File: config.mk
export PLATFORM = sky130hd
export DESIGN_NAME = pcileech_ft245_dev
export DESIGN_NICKNAME = d
export VERILOG_FILES = /design/src/rtl/pcileech_ft245_dev_pkg.sv /design/src/rtl/pcileech_ft245_dev_fifo.sv /design/src/rtl/pcileech_ft245_dev.sv
export SDC_FILE = /design/constraint.sdc
export NUM_CORES = 1
export LEC_CHECK = 0
export BUFFER_PORTS_ARGS = -buffer_cell sky130_fd_sc_hd__buf_4
export CELL_PAD_IN_SITES_DETAIL_PLACEMENT = 0
export CELL_PAD_IN_SITES_GLOBAL_PLACEMENT = 1
export CORE_MARGIN = 4
export CORE_UTILIZATION = 35
export DETAILED_ROUTE_END_ITERATION = 10
export PLACE_DENSITY_LB_ADDON = 0.1
export REMOVE_ABC_BUFFERS = 1
export SYNTH_ARGS = -nofsm -noshare
export SYNTH_HDL_FRONTEND = slang
export SYNTH_SLANG_ARGS = --single-unit
export TNS_END_PERCENT = 100
File: constraint.sdc
create_clock -name clk -period 4 [get_ports clk]
set_input_delay 0.6 -clock clk [delete_from_list [all_inputs] [get_ports clk]]
set_output_delay 0.6 -clock clk [all_outputs]
set_load 0.05 [all_outputs]
File: src/rtl/pcileech_ft245_dev_pkg.sv
// Shared constants and types for the FT245 synchronous-FIFO device model.
package pcileech_ft245_dev_pkg;

  localparam int unsigned FT_DEPTH_LOG2_DEF = 6;
  localparam int unsigned FT_SIWU_BATCH     = 16;

  typedef logic [7:0] ft_byte_t;

endpackage

File: src/rtl/pcileech_ft245_dev_fifo.sv
// Synchronous show-ahead byte FIFO: head visible while count != 0, count and next-count exported.
module pcileech_ft245_dev_fifo
  import pcileech_ft245_dev_pkg::*;
#(
  parameter int unsigned DEPTH_LOG2 = FT_DEPTH_LOG2_DEF
) (
  input  logic                clk,
  input  logic                rst,
  input  logic                push_i,
  input  ft_byte_t            push_dat_i,
  input  logic                pop_i,
  output ft_byte_t            head_o,
  output logic [DEPTH_LOG2:0] count_o,
  output logic [DEPTH_LOG2:0] count_next_o
);

  localparam int unsigned DEPTH = 1 << DEPTH_LOG2;

  ft_byte_t              mem_q [DEPTH];
  logic [DEPTH_LOG2-1:0] wr_ptr_q, wr_ptr_d;
  logic [DEPTH_LOG2-1:0] rd_ptr_q, rd_ptr_d;
  logic [DEPTH_LOG2:0]   count_q, count_d;
  logic                  empty, full;
  logic                  do_push, do_pop;

  assign empty   = (count_q == '0);
  assign full    = count_q[DEPTH_LOG2];
  assign do_pop  = pop_i && !empty;
  // A push into a full FIFO is only taken when a real pop frees the slot on the same edge.
  assign do_push = push_i && (!full || do_pop);

  always_comb begin
    wr_ptr_d = wr_ptr_q;
    rd_ptr_d = rd_ptr_q;
    count_d  = count_q;
    if (do_push) wr_ptr_d = wr_ptr_q + DEPTH_LOG2'(1);
    if (do_pop)  rd_ptr_d = rd_ptr_q + DEPTH_LOG2'(1);
    if (do_push && !do_pop)      count_d = count_q + (DEPTH_LOG2+1)'(1);
    else if (!do_push && do_pop) count_d = count_q - (DEPTH_LOG2+1)'(1);
  end

  always_ff @(posedge clk or posedge rst) begin
    if (rst) begin
      wr_ptr_q <= '0;
      rd_ptr_q <= '0;
      count_q  <= '0;
    end else begin
      wr_ptr_q <= wr_ptr_d;
      rd_ptr_q <= rd_ptr_d;
      count_q  <= count_d;
    end
  end

  always_ff @(posedge clk) begin
    if (do_push) mem_q[wr_ptr_q] <= push_dat_i;
  end

  assign head_o       = mem_q[rd_ptr_q];
  assign count_o      = count_q;
  assign count_next_o = count_d;

endmodule

File: src/rtl/pcileech_ft245_dev.sv
// FT245 synchronous-FIFO device: host<->master byte FIFOs with registered bus flags,
// optional SIWU-gated batching toward the host, transfer counters and a sticky protocol error.
module pcileech_ft245_dev
  import pcileech_ft245_dev_pkg::*;
#(
  parameter int unsigned PARAM_DEPTH_LOG2 = FT_DEPTH_LOG2_DEF,
  parameter bit          PARAM_SIWU_EN    = 1'b1
) (
  input  logic        clk,
  input  logic        rst,
  input  logic [7:0]  ft245_data_in,
  output logic [7:0]  ft245_data_out,
  output logic        ft245_data_oe,
  output logic        ft245_rxf_n,
  output logic        ft245_txe_n,
  input  logic        ft245_rd_n,
  input  logic        ft245_wr_n,
  input  logic        ft245_oe_n,
  input  logic        ft245_siwu_n,
  input  logic [7:0]  host_rx_data,
  input  logic        host_rx_valid,
  output logic        host_rx_ready,
  output logic [7:0]  host_tx_data,
  output logic        host_tx_valid,
  input  logic        host_tx_ready,
  output logic [31:0] cnt_rd,
  output logic [31:0] cnt_wr,
  output logic        err_proto
);

  localparam int unsigned          DEPTH     = 1 << PARAM_DEPTH_LOG2;
  localparam logic [PARAM_DEPTH_LOG2:0] TXE_LVL   = (PARAM_DEPTH_LOG2+1)'(DEPTH - 1);
  localparam logic [PARAM_DEPTH_LOG2:0] BATCH_LVL = (PARAM_DEPTH_LOG2+1)'(FT_SIWU_BATCH);

  ft_byte_t                  rx_head, tx_head;
  logic [PARAM_DEPTH_LOG2:0] rx_count, rx_count_next;
  logic [PARAM_DEPTH_LOG2:0] tx_count, tx_count_next;
  logic                      rx_push, rx_pop, tx_push, tx_pop;
  logic                      tx_release;

  logic        rxf_n_q, rxf_n_d;
  logic        txe_n_q, txe_n_d;
  logic        data_oe_q, data_oe_d;
  logic        flush_q, flush_d;
  logic        err_q, err_d;
  logic [31:0] cnt_rd_q, cnt_rd_d;
  logic [31:0] cnt_wr_q, cnt_wr_d;

  assign host_rx_ready = !rx_count[PARAM_DEPTH_LOG2];
  assign rx_push       = host_rx_valid && host_rx_ready;
  assign rx_pop        = !ft245_rd_n && !ft245_oe_n && !rxf_n_q;
  assign tx_push       = !ft245_wr_n && !txe_n_q;
  assign tx_pop        = host_tx_valid && host_tx_ready;

  pcileech_ft245_dev_fifo #(.DEPTH_LOG2(PARAM_DEPTH_LOG2)) u_rx_fifo (
    .clk          (clk),
    .rst          (rst),
    .push_i       (rx_push),
    .push_dat_i   (host_rx_data),
    .pop_i        (rx_pop),
    .head_o       (rx_head),
    .count_o      (rx_count),
    .count_next_o (rx_count_next)
  );

  pcileech_ft245_dev_fifo #(.DEPTH_LOG2(PARAM_DEPTH_LOG2)) u_tx_fifo (
    .clk          (clk),
    .rst          (rst),
    .push_i       (tx_push),
    .push_dat_i   (ft245_data_in),
    .pop_i        (tx_pop),
    .head_o       (tx_head),
    .count_o      (tx_count),
    .count_next_o (tx_count_next)
  );

  // Without SIWU batching the host sees every byte as soon as it lands.
  generate
    if (PARAM_SIWU_EN) begin : g_siwu
      assign tx_release = (tx_count >= BATCH_LVL) || flush_q;
    end else begin : g_nosiwu
      assign tx_release = 1'b1;
    end
  endgenerate

  assign host_tx_valid = (tx_count != '0) && tx_release;
  assign host_tx_data  = tx_head;

  // Gate the unreset storage so the bus reads zero whenever nothing is buffered.
  assign ft245_data_out = (rx_count == '0) ? 8'h00 : rx_head;

  always_comb begin
    rxf_n_d   = (rx_count_next == '0);
    txe_n_d   = (tx_count_next == TXE_LVL) || tx_count_next[PARAM_DEPTH_LOG2];
    data_oe_d = !ft245_oe_n;
    cnt_rd_d  = cnt_rd_q + (rx_pop  ? 32'd1 : 32'd0);
    cnt_wr_d  = cnt_wr_q + (tx_push ? 32'd1 : 32'd0);

    flush_d = flush_q;
    if (PARAM_SIWU_EN && !ft245_siwu_n) flush_d = 1'b1;
    else if (tx_count_next == '0)       flush_d = 1'b0;

    err_d = err_q
          | (!ft245_rd_n &&  ft245_oe_n)
          | (!ft245_rd_n && !ft245_wr_n)
          | (!ft245_wr_n && !ft245_oe_n)
          | (!ft245_wr_n &&  txe_n_q);
  end

  always_ff @(posedge clk or posedge rst) begin
    if (rst) begin
      rxf_n_q   <= 1'b1;
      txe_n_q   <= 1'b1;
      data_oe_q <= 1'b0;
      flush_q   <= 1'b0;
      err_q     <= 1'b0;
      cnt_rd_q  <= '0;
      cnt_wr_q  <= '0;
    end else begin
      rxf_n_q   <= rxf_n_d;
      txe_n_q   <= txe_n_d;
      data_oe_q <= data_oe_d;
      flush_q   <= flush_d;
      err_q     <= err_d;
      cnt_rd_q  <= cnt_rd_d;
      cnt_wr_q  <= cnt_wr_d;
    end
  end

  assign ft245_rxf_n   = rxf_n_q;
  assign ft245_txe_n   = txe_n_q;
  assign ft245_data_oe = data_oe_q;
  assign err_proto     = err_q;
  assign cnt_rd        = cnt_rd_q;
  assign cnt_wr        = cnt_wr_q;

endmodule

# After elaboration in Yosys (flattened, before gate mapping)
# Memory sizes are Yosys's and may differ from the RTL's.
# Cells that the tools add are included.
[classes]
add_sub_neg = 10
n_lt_le_gt_ge = 1
n_eq_ne = 2
n_mux = 13
bitwise = 4
n_reduce_logical = 40
[op_table]
columns = ["operator", "count"]
rows = [
  ["$add 32x1->32", 2],
  ["$logic_not 7->1", 4],
  ["$mux 7", 4],
  ["$add 6x1->6 const B", 4],
  ["$logic_and 1x1->1", 18],
  ["$add 7x1->7 const B", 2],
  ["$sub 7x1->7 const B", 2],
  ["$logic_not 1->1", 13],
  ["$mux 1", 8],
  ["$mux 8", 1],
  ["$eq 7x6->1 const B", 1],
  ["$ge 7x5->1 const B", 1],
  ["$reduce_bool 7->1", 1],
  ["$logic_or 1x1->1", 4],
  ["$or 1x1->1", 4],
  ["$ne 2x1->1 const B", 1],
]
[word_totals]
reg_bits = 107
ram_bits = 1024
input_bits = 24
output_inout_bits = 86
word_cells = 85
n_memories = 2
[memory_table]
columns = ["name", "depth", "word_bits", "read_ports", "rd_clocked_by_memory_dff", "wr", "line", "source"]
rows = [
  ["u_rx_fifo.mem_q", 64, 8, 1, 0, 1, "pcileech_ft245_dev_fifo.sv:19", "ft_byte_t mem_q [DEPTH];"],
  ["u_tx_fifo.mem_q", 64, 8, 1, 0, 1, "pcileech_ft245_dev_fifo.sv:19", ""],
]

# Depth between registers and ports, before layout
# Gate-level depths: netlist of the first run.
[depth]
word_depth = 14
mapped_depth = 10
ltp_nobuf = 10

# Modules after synthesis
# A second synthesis of the first run with hierarchy kept.
[hier_totals]
cells_unflattened = 2493
hier_area_um2 = 45411.1
[by_module_without_submodules]
columns = ["module", "n_inst", "cells_per_inst", "area_each_um2", "seq_area_each_um2"]
rows = [
  ["pcileech_ft245_dev_fifo (u_tx_fifo)", 1, 1100, 21045.2, 15850.2],
  ["pcileech_ft245_dev_fifo (u_rx_fifo)", 1, 1101, 21027.7, 15850.2],
  ["pcileech_ft245_dev", 1, 292, 3338.2, 1729.2],
]

# Worst setup path before layout of the first run
# OpenSTA, ideal clock, no wires.
[synth_path]
kind = "flip-flop to output port"
start = "register u_rx_fifo.rd_ptr_q[0]"
end = "output ft245_data_out[6]"
arrival_time_ps = 2738
required_ps = 3400
slack_ps = 662
path_stages_with_launch = 9
path_buffers = 5
cell_sequence = "dfrtp_1 > buf_2 > buf_6 > buf_4 > buf_4 > buf_4 > mux2_2 > o22ai_1 > o31ai_1"
[synth_between]
elab_chain_len = 2
[synth_lines]
columns = ["element", "line", "source"]
rows = [
  ["start, declared", "pcileech_ft245_dev_fifo.sv:21", "logic [DEPTH_LOG2-1:0] rd_ptr_q, rd_ptr_d;"],
  ["start signal, assigned", "pcileech_ft245_dev_fifo.sv:49", "rd_ptr_q <= rd_ptr_d;"],
  ["$mem_v2 64x8", "n/a", ""],
  ["$mux 8", "pcileech_ft245_dev.sv:90", "assign ft245_data_out = (rx_count == '0) ? 8'h00 : rx_head;"],
  ["end, declared", "pcileech_ft245_dev.sv:12", "output logic [7:0] ft245_data_out,"],
]
# Every way passes these cells.

# Final worst setup path of the first run
# Ends and elaborated chain as after synthesis.

==> results of run 1 <==
==> worst max-delay path by stage <==
stage	start	to	slack, ns	depth (start not counted)
2_1_floorplan	u_tx_fifo.rd_ptr_q[0]$_DFFE_PP0P_	host_tx_data[0]	-3.31	4
3_3_place_gp	u_tx_fifo.rd_ptr_q[0]$_DFFE_PP0P_	host_tx_data[2]	0.39	6
3_5_place_dp	u_tx_fifo.rd_ptr_q[0]$_DFFE_PP0P_	host_tx_data[2]	0.44	6
4_1_cts	u_tx_fifo.rd_ptr_q[0]$_DFFE_PP0P_	host_tx_data[0]	-0.003	8
5_1_grt	u_rx_fifo.count_o[0]$_DFF_PP0_	ft245_data_out[1]	-0.002	10
6_report	u_rx_fifo.rd_ptr_q[0]$_DFFE_PP0P_	ft245_data_out[6]	0.12	8
==> metal layers <==
| metal | up-vias | track usage (%) | wire length [um] |
|---|---|---|---|
| met5 | - | 0 | 0 |
| met2 | 472 | 28.9 | 57100 |
| met3 | 176 | 2.74 | 4270 |
| li1 | 9678 | - | - |
| met1 | 12000 | 23.2 | 49400 |
| met4 | 0 | 5.06 | 3210 |
==> report_power, final <==
part | internal, W | leakage (nW) | total (W) | switching, W
Clock | 0.00654 | 1.89 | 0.0111 | 0.00456
Combinational | 0.00518 | 5.03 | 0.0117 | 0.00652
Sequential | 0.0135 | 10.6 | 0.0142 | 0.000700
Total | 0.0252 | 17.5 | 0.0370 | 0.0118
==> cell type report <==
type / count / area (um^2)
Clock buffer: 140 / 3110
Tap cell: 1650 / 2060
Timing Repair Buffer: 289 / 2680
Antenna cell: 1 / 2.50
Inverter: 22 / 85.1
Sequential cell: 1131 / 33400
Fill cell: 11100 / 73400
Clock inverter: 75 / 802
Multi-Input combinational cell: 972 / 10800
==> kinds of logic (layout without fill, tap and decap cells) <==
| logic type | after synthesis | in the layout |
|---|---|---|
| simple gates | 443 | 443 |
| other cells | 0 | 1 |
| mux | 331 | 331 |
| xor+xnor | 90 | 90 |
| compound gates | 95 | 95 |
| flops | 1131 | 1131 |
| fa+ha+maj | 13 | 13 |
| buf+inv | 132 | 526 |
==> metrics by stage <==
stage          worst slack, ns  power [W]  setup TNS, ns
6_report                 0.120     0.0370              0
5_1_grt               -0.00227     0.0386       -0.00450
4_1_cts               -0.00317     0.0375       -0.00317
3_5_place_dp             0.441     0.0254              0
3_3_place_gp             0.395     0.0253              0
2_1_floorplan            -3.31     0.0216         -68.45
==> cells in the final DEF (no fill, tap or decap), drive strengths merged, types with 48 or more instances in the layout <==
cell type  count
buf          282
mux4         295
xnor2         61
clkinv        48
nor2         189
dfrtp        105
nand3         61
nand2         82
edfxtp      1024
clkbuf       143
==> critical path: stages (launching register included) <==
cell and delay, ns:
dfrtp_4 0.50, buf_4 0.17, bufbuf_16 0.34, mux4_2 0.56
mux2_2 0.33, o22ai_1 0.14, or3_1 0.18, o31ai_2 0.13
buf_4 0.21
==> what timing repair did <==
action | 4_1_cts | 5_1_grt
hold buffers | 1 | 0
setup endpoints to repair | 16 | 9
gates cloned | 7 | 3
gates resized for setup | 39 | 7
pin swaps | 5 | 2
endpoints found under the hold margin | 39 | 0
buffers inserted | 17 | 1
==> flip-flops by register name (all words and copies together) (netlist names) <==
name	flops
u_rx_fifo.count_o	7
ft245_rxf_n	1
flush_q	1
u_tx_fifo.mem_q	512
err_proto	1
u_rx_fifo.rd_ptr_q	6
ft245_data_oe	1
ft245_txe_n	1
u_tx_fifo.rd_ptr_q	6
u_tx_fifo.count_o	7
u_tx_fifo.wr_ptr_q	6
u_rx_fifo.wr_ptr_q	6
cnt_rd	32
u_rx_fifo.mem_q	512
cnt_wr	32
==> results.py, run 1 <==
metrics = {
    "run_status": {
        "status": "finished, final reports clean",
    },
    "clock_network": {
        "cts.sinks": 1131,
        "clk_path_buf_depth": 3,
        "insertion_delay_ns": 0.71,
        "cts.clk_slew.worst_paths_ns": 0.06,
        "cts_buffers": 119,
        "h-tree-depth": 3,
        "cts_tree": "done",
        "cts_root_buf": "clkbuf_16",
    },
    "power": {
        "ir_drop_uv": 735,
        "power.leakage_nw": 17.5,
        "power.density_mw_per_mm2": 698,
    },
    "yosys": {
        "synth_edf_count": 1024,
        "synth-xor-area-share_pct": 1.76,
        "synth_area_leaders": "edfxtp_1 (69%), mux4_2 (15%), dfrtp_1 (5.9%)",
        "synth_compound_area_share_pct": 1.41,
        "yosys.area_share.simple_pct": 4.69,
        "synth_commonest_cells": "edfxtp_1 (1024), mux4_2 (295), nor2_1 (189)",
        "netlist_instances": 2235,
        "yosysUniqueCellTypes": 75,
        "ys_seq_area_share_pct": 74.7,
        "synth_top_cell_area_share_pct": 68.7,
        "synthMostInstantiatedCell": "edfxtp_1",
        "synthAdderAreaFrac_pct": 0.363,
        "synth_ff_type": "edfxtp_1",
        "syn-mean-instance-area_um2": 20.0,
        "syn_area_mm2": 0.0448,
        "async_flop_share_pct": 9.46,
        "ys_ff_latch": 1131,
        "synth_top_family_by_area": "multiplexers",
        "yosysWarnings": 0,
        "yosysTopAreaCell": "edfxtp_1",
        "muxShareOfSynthArea_pct": 15.7,
    },
    "die": {
        "initial_core_util_pct": 35.4,
        "rows": 130,
        "core_mm2": 0.126,
        "chipWidth_um": 366,
        "io_pins": 110,
        "die_area_mm2": 0.134,
        "die_h_um": 366,
    },
    "grt": {
        "grt_pass1_wl_mm": 167,
        "antenna_found_initial": 2,
        "grt_usage_pct": 17.2,
        "grt_max_degree": 65,
        "globalRouteOverflowTotal": 0,
        "grt_pass1_vias": 23400,
    },
    "detailed_routing": {
        "dr.pass1.iters": 5,
        "vias": 22300,
        "drt_iter0_markers": 1716,
        "drcViolationCount": 0,
        "drt-vias-per-instance": 5.21,
        "antenna_left": 0,
        "wl_mm": 114,
        "post_drt_wl_per_cell_um": 26.6,
    },
    "timing": {
        "slew_headroom_pct": 37.9,
        "max_clock_freq_ghz": 0.258,
        "finalClockSkew_ns": 0.0200,
        "period_needed_ns": 3.88,
        "finalHoldViolations": 0,
        "setup_viol": 0,
        "hold_slack_ns": 0.0828,
        "worst_slew_pin_slew_ns": 0.929,
        "fin_crit_sh_pct": 97.0,
        "drv_slew": 0,
    },
    "critical_path": {
        "crit_fanout": 17,
        "reg2regPathDepth": 4,
        "crit_arrival_ns": 3.28,
        "rr_startpoint": "u_rx_fifo.count_o[6]$_DFF_PP0_",
        "worstPathRequired_ns": 3.40,
        "crit_path_end_kind": "primary output",
        "reg2reg_slack_ns": 1.09,
        "r2r-end": "u_rx_fifo.mem_q[49][5]$_DFFE_PP_",
        "critical_path_class": "register to primary output",
        "start_kind": "register",
    },
    "min_path": {
        "worst_hold_path.endpoint": "ft245_data_oe$_DFF_PP0_",
        "min-delay-path-class": "primary input to register",
        "holdCritStartpoint": "ft245_oe_n",
        "hold-path-cell-count": 2,
    },
    "final_layout": {
        "final_util_pct": 41.9,
        "fin_nets": 2572,
        "final_cells": 4280,
        "layout-drive-gt1-share_pct": 31.1,
        "fin_area_mm2": 0.0530,
        "syn2layout_area_growth_pct": 18.4,
    },
    "placement": {
        "port-buffer-count": 109,
        "dp.final_hpwl_mm": 69.0,
        "placedCellCount": 4035,
        "placed_area_mm2": 0.0484,
        "gp_congestion": 0.735,
    },
    "run": {
        "max_cap_viol_count": 0,
    },
}
No activity file was read; power rests on OpenSTA's default activity.
==> run 2: changes to the inputs <==
--- a/config.mk
+++ b/config.mk
@@ -11,6 +11,7 @@
 export CORE_MARGIN = 4
 export CORE_UTILIZATION = 35
 export DETAILED_ROUTE_END_ITERATION = 10
+export MAX_ROUTING_LAYER = met4
 export PLACE_DENSITY_LB_ADDON = 0.1
 export REMOVE_ABC_BUFFERS = 1
 export SYNTH_ARGS = -nofsm -noshare
==> results.py, run 2 (same netlist as run 1, synthesis figures left out) <==
metrics = {
    "grt": {
        "grt_max_degree": 65,
        "grt_usage_pct": 17.7,
        "globalRouteOverflowTotal": 0,
        "grt_pass1_vias": 23400,
        "antenna_found_initial": 1,
        "grt_pass1_wl_mm": 167,
    },
    "critical_path": {
        "crit_path_end_kind": "primary output",
        "start_kind": "register",
        "crit_path_start": "u_rx_fifo.rd_ptr_q[0]$_DFFE_PP0P_",
        "rr_startpoint": "u_rx_fifo.count_o[6]$_DFF_PP0_",
        "crit_fanout": 17,
        "critical_path_class": "register to primary output",
        "crit_arrival_ns": 3.31,
        "worstPathRequired_ns": 3.40,
    },
    "placement": {
        "gp_congestion": 0.744,
        "port-buffer-count": 109,
        "dp.final_hpwl_mm": 69.0,
        "placed_area_mm2": 0.0484,
        "placedCellCount": 4035,
    },
    "final_layout": {
        "syn2layout_area_growth_pct": 18.4,
        "layout-drive-gt1-share_pct": 31.1,
        "fillers": 11100,
        "final_cell_mix": "edfxtp_1 (1024), mux4_2 (295), buf_4 (251)",
        "fin_nets": 2572,
        "reg_top3": "u_rx_fifo.mem_q (512), u_tx_fifo.mem_q (512)",
        "final_cells": 4280,
        "final_common_cell": "edfxtp_1",
        "fin_area_mm2": 0.0530,
    },
    "die": {
        "initial_core_util_pct": 35.4,
        "io_pins": 110,
        "rows": 130,
        "core_mm2": 0.126,
        "chipWidth_um": 366,
        "die_h_um": 366,
        "die_area_mm2": 0.134,
    },
    "detailed_routing": {
        "post_drt_wl_per_cell_um": 26.6,
        "vias": 22300,
        "dr.pass1.iters": 6,
        "drt-vias-per-instance": 5.21,
        "antenna_left": 0,
        "wl_mm": 114,
        "drcViolationCount": 0,
        "drt_iter0_markers": 1566,
    },
    "clock_network": {
        "cts_root_buf": "clkbuf_16",
        "h-tree-depth": 3,
        "cts.clk_slew.worst_paths_ns": 0.06,
        "cts.sinks": 1131,
        "cts_buffers": 119,
        "cts_tree": "done",
        "insertion_delay_ns": 0.72,
        "clk_path_buf_depth": 3,
    },
    "timing": {
        "finalHoldViolations": 0,
        "setup_viol": 0,
        "worst_slew_pin_slew_ns": 0.932,
        "fin_crit_sh_pct": 97.7,
        "finalClockSkew_ns": 0.0211,
        "max_clock_freq_ghz": 0.256,
        "period_needed_ns": 3.91,
        "slew_headroom_pct": 37.6,
        "drv_slew": 0,
    },
    "min_path": {
        "holdCritStartpoint": "ft245_oe_n",
        "min-delay-path-class": "primary input to register",
    },
    "power": {
        "power.density_mw_per_mm2": 698,
        "total_power_w": 0.0370,
        "power.leakage_nw": 17.5,
        "ir_drop_uv": 734,
    },
    "run_status": {
        "status": "finished, final reports clean",
    },
    "run": {
        "max_cap_viol_count": 0,
    },
}
==> run 2: through the flow <==
stage	worst slack (ns)	setup TNS (ns)	hold WS, ns	utilization [%]
final	0.0926	0	0.0779	41.9
after global routing	-0.00237	-0.00471	0.0344	41.9
after CTS	-0.00317	-0.00317	0.000715	41.8
after detailed placement	0.441	0	0.478	38.3
after global placement	0.395	0	0.459	38.3
after floorplan	-3.31	-68.45	0.459	-
==> run 2: where the power goes <==
group	internal, W	switching, W
Clock	0.00654	0.00455
Sequential	0.0135	0.000702
Combinational	0.00518	0.00652
Total	0.0252	0.0118
==> run 2: layout make-up <==
type / instances / area (um^2) / share of cell area, %
well taps: 1650 / 2060 / 3.90
flip-flops and latches: 1131 / 33400 / 63.1
multi-input cells: 972 / 10800 / 20.4
clock buffers: 140 / 3110 / 5.87
diodes: 1 / 2.50 / 0.00472
repair buffers: 289 / 2680 / 5.06
inverters: 22 / 85.1 / 0.161
clock inverters: 75 / 802 / 1.51
==> run 2: worst max-delay path: stages (launching register included) <==
cell and delay (ns):
dfrtp_4 0.50, buf_4 0.16, bufbuf_16 0.34, mux4_2 0.56
mux2_2 0.33, o22ai_1 0.16, or3_1 0.19, o31ai_2 0.13
buf_4 0.22
==> run 2: path summary, 6_finish.rpt <==
kind | depth (start not counted) | slack (ns) | to
setup reg to reg | 4 | 1.06 | u_rx_fifo.mem_q[49][5]$_DFFE_PP_
setup / recovery | 8 | 0.09 | ft245_data_out[6]
hold reg to reg | 1 | 0.49 | cnt_wr[5]$_DFF_PP0_
max in group asynchronous | 4 | 2.61 | ft245_rxf_n$_DFF_PP1_
hold / removal | 2 | 0.08 | ft245_data_oe$_DFF_PP0_
min in group asynchronous | 3 | 0.58 | cnt_wr[4]$_DFF_PP0_
==> run 2: per-layer routing <==
layer | GRT usage (%) | share of wire (%)
met5 | - | 0
met4 | 5.08 | 2.8
met3 | 2.74 | 3.7
met2 | 28.9 | 50
met1 | 23.2 | 43
==> run 2: what timing repair did <==
item / CTS / global route
endpoints found under the setup margin: 16 / 10
hold buffers: 1 / 0
pin swaps: 5 / 2
hold endpoints to repair: 39 / 0
gates cloned: 7 / 3
setup buffers: 17 / 1
resized for setup: 39 / 7
==> run 3: changes to the inputs <==
--- a/config.mk
+++ b/config.mk
@@ -13,7 +13,7 @@
 export DETAILED_ROUTE_END_ITERATION = 10
 export MAX_ROUTING_LAYER = met4
 export PLACE_DENSITY_LB_ADDON = 0.1
-export REMOVE_ABC_BUFFERS = 1
+export RECOVER_POWER = 25
 export SYNTH_ARGS = -nofsm -noshare
 export SYNTH_HDL_FRONTEND = slang
 export SYNTH_SLANG_ARGS = --single-unit
==> results.py, run 3 (same netlist as run 1, synthesis figures left out) <==
metrics = {
    "run_status": {
        "status": "complete, but fails checks",
        "violations": "max-capacitance violations, max-slew violations",
    },
    "clock_network": {
        "cts.clk_slew.worst_paths_ns": 0.06,
        "h-tree-depth": 4,
        "cts_tree": "done",
        "clk_path_buf_depth": 3,
        "cts_root_buf": "clkbuf_16",
        "cts_buffers": 132,
        "insertion_delay_ns": 0.75,
        "cts.sinks": 1131,
    },
    "grt": {
        "grt_pass1_vias": 23700,
        "grt_usage_pct": 17.8,
        "globalRouteOverflowTotal": 0,
        "grt_max_degree": 65,
        "grt_pass1_wl_mm": 168,
        "antenna_found_initial": 0,
    },
    "critical_path": {
        "reg2regPathDepth": 5,
        "rr_startpoint": "u_tx_fifo.count_o[6]$_DFF_PP0_",
        "crit_fanout": 16,
        "crit_arrival_ns": 3.37,
        "reg2reg_slack_ns": 0.99,
        "crit_path_start": "u_rx_fifo.rd_ptr_q[0]$_DFFE_PP0P_",
        "r2r-end": "u_tx_fifo.mem_q[12][0]$_DFFE_PP_",
        "crit_path_end_kind": "primary output",
        "critical_path_class": "register to primary output",
        "start_kind": "register",
        "worstPathRequired_ns": 3.40,
    },
    "power": {
        "p_int_w": 0.0257,
        "sequentialPowerShare_pct": 37.8,
        "p_sw_share_pct": 31.6,
        "combPwrFrac_pct": 30.7,
        "clkPwrFrac_pct": 31.6,
        "ir_drop_uv": 720,
        "power.leakage_nw": 17.7,
        "switching_power_w": 0.0119,
        "power.density_mw_per_mm2": 704,
    },
    "die": {
        "io_pins": 110,
        "rows": 130,
        "initial_core_util_pct": 35.4,
        "die_h_um": 366,
        "chipWidth_um": 366,
        "core_mm2": 0.126,
        "die_area_mm2": 0.134,
    },
    "run": {
        "max_cap_viol_count": 13,
    },
    "detailed_routing": {
        "drt_iter0_markers": 1733,
        "post_drt_wl_per_cell_um": 26.5,
        "antenna_left": 0,
        "drt-vias-per-instance": 5.24,
        "vias": 22600,
        "drcViolationCount": 0,
        "dr.pass1.iters": 5,
        "wl_mm": 114,
    },
    "timing": {
        "fin_tns_setup_ns": 0,
        "period_needed_ns": 3.97,
        "drv_slew": 845,
        "finalClockSkew_ns": 0.0211,
        "finalHoldViolations": 0,
        "finalWorstSetupSlack_ns": 0.0282,
        "fin_crit_sh_pct": 99.3,
        "max_clock_freq_ghz": 0.252,
        "setup_viol": 0,
        "worst_slew_pin_slew_ns": 3.37,
        "rsz0062_at_grt": "false",
        "slew_headroom_pct": -125,
    },
    "final_layout": {
        "final_common_cell": "edfxtp_1",
        "diodes": 0,
        "fillers": 11000,
        "syn2layout_area_growth_pct": 19.2,
        "fin_nets": 2595,
        "layout-drive-gt1-share_pct": 31.0,
        "reg_top3": "u_rx_fifo.mem_q (512), u_tx_fifo.mem_q (512)",
        "final_cell_mix": "edfxtp_1 (1024), mux4_2 (295), buf_4 (248)",
    },
    "placement": {
        "port-buffer-count": 109,
        "gp_congestion": 0.787,
        "dp.final_hpwl_mm": 69.7,
        "pre_cts_ws_ns": 0.444,
    },
    "min_path": {
        "hold-path-cell-count": 2,
        "min-delay-path-class": "primary input to register",
        "worst_hold_path.endpoint": "ft245_data_oe$_DFF_PP0_",
        "holdCritStartpoint": "ft245_oe_n",
    },
    "yosys": {
        "syn-num-nets": 2272,
    },
}
-- run 3: cell count changes in the layout (fill, tap and decap cells not counted), sizes merged --
cell      delta
diode        -1
buf          -1
clkbuf      +42
inv          +1
clkinv       +7
clkinvlp     -6
bufinv       -5
bufbuf       -3
-- run 3: critical path, cell delays in order (launching register included) --
cell     delay [ns]
dfrtp_4        0.56
buf_16         0.20
buf_12         0.18
mux4_2         0.34
nor2_1         0.04
nor2_1         0.33
o22ai_1        0.12
o31ai_1        0.54
buf_4          0.31
-- run 3: how the worst max path moves through the flow --
stage / endpoint / slack (ns) / cells after the start
after global routing: host_tx_data[3] / 0.002 / 7
after detailed placement: host_tx_data[7] / 0.44 / 6
after floorplan: cnt_rd[0]$_DFF_PP0_ / 0.59 / 1
after CTS: ft245_data_out[4] / 0.001 / 7
final: ft245_data_out[6] / 0.03 / 8
after global placement: host_tx_data[7] / 0.45 / 6
-- run 3: area by class of cell --
cell class | count | area (um^2) | share of cell area (%)
Sequential cell | 1131 | 33400 | 62.7
Multi-Input combinational cell | 972 | 10800 | 20.2
Clock buffer | 168 | 3590 | 6.72
Timing Repair Buffer | 299 | 2680 | 5.02
Tap cell | 1650 | 2060 | 3.87
Clock inverter | 72 | 694 | 1.30
Inverter | 22 | 85.1 | 0.160
-- run 3: power groups by stage --
stage / Combinational (W) / Clock, W / Sequential [W]
2_1_floorplan: 0.00725 / 0 / 0.0142
3_3_place_gp: 0.0108 / 0 / 0.0146
3_5_place_dp: 0.0108 / 0 / 0.0146
4_1_cts: 0.0116 / 0.0122 / 0.0142
5_1_grt: 0.0123 / 0.0127 / 0.0143
6_report: 0.0115 / 0.0119 / 0.0142
-- run 3: through the flow --
| step | hold WS [ns] | utilization (%) | cell area (um^2) | std cells | total power (W) |
|---|---|---|---|---|---|
| floorplan | 0.459 | - | 44800 | 2235 | 0.0214 |
| global placement | 0.464 | 38.4 | 48600 | 4045 | 0.0254 |
| detailed placement | 0.472 | 38.4 | 48600 | 4045 | 0.0254 |
| CTS | 0.00567 | 42.1 | 53200 | 4308 | 0.0379 |
| global route | 0.0784 | 42.2 | 53300 | 4314 | 0.0393 |
| finish | 0.115 | 42.2 | 53300 | 4314 | 0.0376 |
-- run 3: timing repair --
item,in CTS,in global routing
hold endpoints to repair,48,0
pin swaps,1,2
resized for setup,19,22
gates cloned,3,3
setup endpoints to repair,16,12
setup buffers,19,3
hold buffers,1,0
-- run 3: metal layers --
layer,global-route usage [%],part of all wire (%)
met5,-,0
met4,4.50,1.8
met3,3.03,4.3
met2,26.7,47
met1,25.6,47
